## src/rtl/wb_stage.sv

```systemverilog
// Writeback stage: selects ALU/load/link results and drives the registered register-file write port.
// Optional retired-instruction counter and `instret` port are enabled by defining WB_INSTRET_EN.
module wb_stage (
    input  logic        clk,
    input  logic        rst_n,
    input  logic        in_valid,
    output logic        in_ready,
    input  logic [4:0]  in_rd,
    input  logic        in_rd_wen,
    input  logic [1:0]  in_sel,
    input  logic [31:0] in_alu_res,
    input  logic [31:0] in_pc,
    input  logic [2:0]  in_funct3,
    input  logic [1:0]  in_addr_lo,
    input  logic        mem_rvalid,
    input  logic [31:0] mem_rdata,
    output logic [4:0]  waddr,
    output logic        wen,
    output logic [31:0] wdata,
    output logic        retire
`ifdef WB_INSTRET_EN
    ,
    output logic [63:0] instret
`endif
);

    typedef enum logic {
        IDLE      = 1'b0,
        WAIT_LOAD = 1'b1
    } state_t;

    localparam logic [1:0] SEL_LOAD = 2'b01;
    localparam logic [1:0] SEL_LINK = 2'b10;

    localparam logic [2:0] F3_LB  = 3'b000;
    localparam logic [2:0] F3_LH  = 3'b001;
    localparam logic [2:0] F3_LBU = 3'b100;
    localparam logic [2:0] F3_LHU = 3'b101;

    state_t      r_state;
    state_t      w_state_next;

    logic [4:0]  r_ld_rd;
    logic        r_ld_rd_wen;
    logic [2:0]  r_ld_funct3;
    logic [1:0]  r_ld_addr_lo;

    logic [4:0]  r_waddr;
    logic        r_wen;
    logic [31:0] r_wdata;
    logic        r_retire;

    logic        w_fire;
    logic        w_latch_load;
    logic        w_done;
    logic [4:0]  w_done_rd;
    logic        w_done_rd_wen;
    logic [31:0] w_done_data;

    logic [7:0]  w_ld_byte;
    logic [15:0] w_ld_half;
    logic [31:0] w_load_data;

    assign in_ready = (r_state == IDLE);
    assign w_fire   = in_valid && in_ready;

    // Lane selection uses the address bits captured at acceptance, not the live inputs.
    always_comb begin : load_extract
        // NOTE: every always_comb output gets a default first so no path can infer a latch.
        w_ld_byte   = mem_rdata[7:0];
        w_ld_half   = mem_rdata[15:0];
        w_load_data = mem_rdata;

        case (r_ld_addr_lo)
            2'd1:    w_ld_byte = mem_rdata[15:8];
            2'd2:    w_ld_byte = mem_rdata[23:16];
            2'd3:    w_ld_byte = mem_rdata[31:24];
            default: w_ld_byte = mem_rdata[7:0];
        endcase

        if (r_ld_addr_lo[1]) begin
            w_ld_half = mem_rdata[31:16];
        end

        case (r_ld_funct3)
            F3_LB:   w_load_data = {{24{w_ld_byte[7]}}, w_ld_byte};
            F3_LH:   w_load_data = {{16{w_ld_half[15]}}, w_ld_half};
            F3_LBU:  w_load_data = {24'd0, w_ld_byte};
            F3_LHU:  w_load_data = {16'd0, w_ld_half};
            default: w_load_data = mem_rdata;
        endcase
    end

    always_comb begin : fsm_next
        w_state_next  = r_state;
        w_latch_load  = 1'b0;
        w_done        = 1'b0;
        w_done_rd     = in_rd;
        w_done_rd_wen = in_rd_wen;
        w_done_data   = in_alu_res;

        case (r_state)
            IDLE: begin
                if (w_fire) begin
                    if (in_sel == SEL_LOAD) begin
                        w_latch_load = 1'b1;
                        w_state_next = WAIT_LOAD;
                    end else begin
                        w_done = 1'b1;
                        if (in_sel == SEL_LINK) begin
                            w_done_data = in_pc + 32'd4;
                        end
                    end
                end
            end
            WAIT_LOAD: begin
                if (mem_rvalid) begin
                    w_done        = 1'b1;
                    w_done_rd     = r_ld_rd;
                    w_done_rd_wen = r_ld_rd_wen;
                    w_done_data   = w_load_data;
                    w_state_next  = IDLE;
                end
            end
            default: w_state_next = IDLE;
        endcase
    end

    // NOTE: sequential state uses non-blocking assignments so all registers sample pre-edge values.
    always_ff @(posedge clk or negedge rst_n) begin
        if (!rst_n) begin
            r_state <= IDLE;
        end else begin
            r_state <= w_state_next;
        end
    end

    always_ff @(posedge clk or negedge rst_n) begin
        if (!rst_n) begin
            r_ld_rd      <= '0;
            r_ld_rd_wen  <= 1'b0;
            r_ld_funct3  <= '0;
            r_ld_addr_lo <= '0;
        end else if (w_latch_load) begin
            r_ld_rd      <= in_rd;
            r_ld_rd_wen  <= in_rd_wen;
            r_ld_funct3  <= in_funct3;
            r_ld_addr_lo <= in_addr_lo;
        end
    end

    // Address and data follow every completion; only the enable is masked for x0 or no-write.
    always_ff @(posedge clk or negedge rst_n) begin
        if (!rst_n) begin
            r_waddr  <= '0;
            r_wen    <= 1'b0;
            r_wdata  <= '0;
            r_retire <= 1'b0;
        end else begin
            r_wen    <= w_done && w_done_rd_wen && (w_done_rd != 5'd0);
            r_retire <= w_done;
            if (w_done) begin
                r_waddr <= w_done_rd;
                r_wdata <= w_done_data;
            end
        end
    end

    assign waddr  = r_waddr;
    assign wen    = r_wen;
    assign wdata  = r_wdata;
    assign retire = r_retire;

`ifdef WB_INSTRET_EN
    logic [63:0] r_instret;

    always_ff @(posedge clk or negedge rst_n) begin
        if (!rst_n) begin
            r_instret <= '0;
        end else if (w_done) begin
            r_instret <= r_instret + 64'd1;
        end
    end

    assign instret = r_instret;
`endif

endmodule

```

## config.mk

```make
export PLATFORM = sky130hd
export DESIGN_NAME = wb_stage
export DESIGN_NICKNAME = d
export VERILOG_FILES = /design/src/rtl/wb_stage.sv
export SDC_FILE = /design/constraint.sdc
export NUM_CORES = 1
export LEC_CHECK = 0
export BUFFER_PORTS_ARGS = -buffer_cell sky130_fd_sc_hd__buf_4
export CAP_MARGIN = 40
export CORE_MARGIN = 4
export CORE_UTILIZATION = 25
export DETAILED_ROUTE_END_ITERATION = 8
export MAX_ROUTING_LAYER = met4
export SLEW_MARGIN = 20
export SYNTH_ARGS = -nofsm -noshare
export SYNTH_HDL_FRONTEND = slang
export SYNTH_SLANG_ARGS = --single-unit
```

## constraint.sdc

```tcl
create_clock -name clk -period 3.5 [get_ports clk]
set_input_delay 0.525 -clock clk [delete_from_list [all_inputs] [get_ports clk]]
set_output_delay 0.525 -clock clk [all_outputs]
set_load 0.01 [all_outputs]
```

==> metrics.cfg <==
[run_status]
outcome=finished, final reports clean

[floorplan]
start_util_pct=26.0
die_h_um=129
die_w_um=129
core_region_area_um2=14100
dieArea_um2=16600
ios=153
row_count=43

[critical_path]
rr_startpoint=r_ld_addr_lo[1]
crit_path_start_kind=flip-flop
crit_arrival_ps=2630
endpoint=wdata[6]
cpMaxStageDelayCell=dfrtp_1
critPathCaptureType=flip-flop
cpPeakStageDelay_ps=830
crit_path_start=r_ld_addr_lo[1]
reg2reg_depth=5
critPathKind=reg -> reg
reg2reg_to=wdata[6]
required_ps=3660
crit_fanout=23
r2r_slack_ps=1020
cp_cell_sequence=inv_1 > a21oi_1 > nor2b_1 > nor3_1 > o22ai_1

[logic_synthesis]
avgSynthCellArea_um2=8.63
synth-adder-area-share_pct=0.615
seq_area_frac_synth_pct=34.9
ys_seq_elements=51
synth_top_family_by_area=compound AO/OA/AOI/OAI gates
synth_mux_area_share_pct=6.19
syn-cell-area_um2=3660
ys_async_sr_fraction_pct=100
synthSimpleGateAreaFrac_pct=22.9
synth_compound_area_share_pct=27.0
synth_xor_area_share_pct=4.31
syn-num-nets=538
ys_warn_count=0
synthCells=424
synth_edf_count=0
synth-main-ff-cell=dfrtp_1
netlist-cell-type-count=60

[global_route]
gr-total-overflow=0
grtUsageMet2_pct=29.8
grt_use_total_pct=19.1
met3_usage_pct=3.50
first_global_vias=4175
grt_busiest_layer=met2
antenna_found_initial=0
grt_use_met1_pct=26.1
grt_pass1_wl_um=23900
grt_max_degree=52

[clocking]
cts_setup_buffers=0
cts_tree=built
cts_resized=0
hold_buffers=0
cts_buffer_depth=2
clockRootBuffer=clkbuf_16
clkSinkCount=51
numCtsBuffers=5
path_clk_slew_ps=70
h-tree-depth=2
clock_latency_ps=300

[layout]
fillers=1500
stdcell_area_um2=5140
layout.cells.most_common=buf_4
mostFrequentLayoutCells=buf_4 (161), dfrtp_1 (51), nor2_1 (39)
drive_above_1_share_pct=34.0
multi_input_area_um2=2240
num_antenna_cells=0
fin_nets=681
regArea_um2=1280
syn_to_final_growth_pct=40.5
final_cells=748

[placement]
hpwl_um=12600
place_ws_ps=1020
port_buffers=152
placedCellCount=740
gp_congestion=0.932
post_dp_cell_area_um2=4990

[sta]
min_period_ps=2480
tightestPinTransition_ps=793
final.setup.tns_ps=0
setup_slack_ps=1020
max-slew-margin-rel_pct=47.0
slew_viol_final=0
setup_viol=0
max_freq_mhz=403
finClkSkew_ps=12.1
fin_crit_sh_pct=70.8
hold_violations=0
rsz0062_at_grt=no

[drt]
vias_per_cell=5.46
drc=0
post_drt_wl_per_cell_um=21.1
vias=4084
drtAntennaViolNets=0
drtPass1Iterations=5
wl_um=15800
drt_iter0_drc=305

[pwr]
power_per_cell_area_nw_per_um2=427
p_total_w=0.00220
p_leak_nw=2.18
ir_drop_mv=0.194

[worst_hold_path]
hold_class=in -> async

[job]
maxCapViolations=0

[layer usage]
layer / vias to the layer above / wire, um
li1: 1906 / -
met2: 197 / 7410
met5: - / 0
met4: 0 / 191
met1: 1966 / 6850
met3: 15 / 1330
[how the worst min path moves through the flow]
| stage | end |
|---|---|
| after detailed placement | r_ld_rd_wen |
| after global routing | wdata[5] |
| after global placement | r_ld_rd_wen |
| after CTS | waddr[0] |
| final | r_ld_addr_lo[1] |
| after floorplan | r_ld_addr_lo[0] |
[Yosys cell counts, drive strengths merged, types with 9 or more instances]
| library cell | count | area share (%) |
|---|---|---|
| nand2 | 35 | 3.6 |
| xor2 | 12 | 2.9 |
| a31oi | 20 | 3.4 |
| nor3 | 11 | 1.9 |
| mux2 | 13 | 4.0 |
| dfrtp | 51 | 35 |
| o21ai | 23 | 3.1 |
| a21oi | 25 | 3.4 |
| o221ai | 9 | 2.2 |
| nand3 | 25 | 3.8 |
| a211oi | 18 | 3.7 |
| clkbuf | 19 | 1.9 |
| nor2 | 39 | 4.0 |
| inv | 11 | 1.1 |
[cell type report]
cell class | count | share of cell area (%)
clock inverter | 3 | 0.511
sequential | 51 | 24.8
tap | 180 | 4.38
inverter | 11 | 0.803
timing repair buffer | 161 | 23.5
multi-input combinational | 337 | 43.6
clock buffer | 5 | 2.43
[through the flow]
stage / hold WS [ps] / util, %
global placement: 493 / 35.4
floorplan: 229 / -
CTS: 297 / 36.5
detailed placement: 497 / 35.4
finish: 260 / 36.5
global route: 322 / 36.5
[sequential cells by signal, summed over array words and instances (netlist names)]
register	flops
wdata	32
r_ld_rd	5
waddr	5
r_ld_funct3	3
r_ld_addr_lo	2
r_ld_rd_wen	1
r_state	1
retire	1
wen	1
[critical path, delay by kind of cell (launching register included)]
kind / cells / cell delay [ps]
flip-flops: 1 / 830
AND/OR/NAND/NOR: 2 / 570
AO/OA/AOI/OAI: 2 / 720
buffers and inverters: 1 / 220
[power by group]
part / total [W] / internal, W / switching [W]
combinational: 0.000826 / 0.000398 / 0.000428
clock: 0.000518 / 0.000274 / 0.000245
sequential: 0.000851 / 0.000717 / 0.000134
total: 0.00220 / 0.00139 / 0.000806
[cells by family after synthesis]
family	Yosys count
XOR/XNOR	18
AO/OA/AOI/OAI	140
multiplexers	21
AND/OR/NAND/NOR	156
flip-flops	51
adder cells (fa/ha/maj)	2
buffers and inverters	36
(Power assumes the default switching activity.)
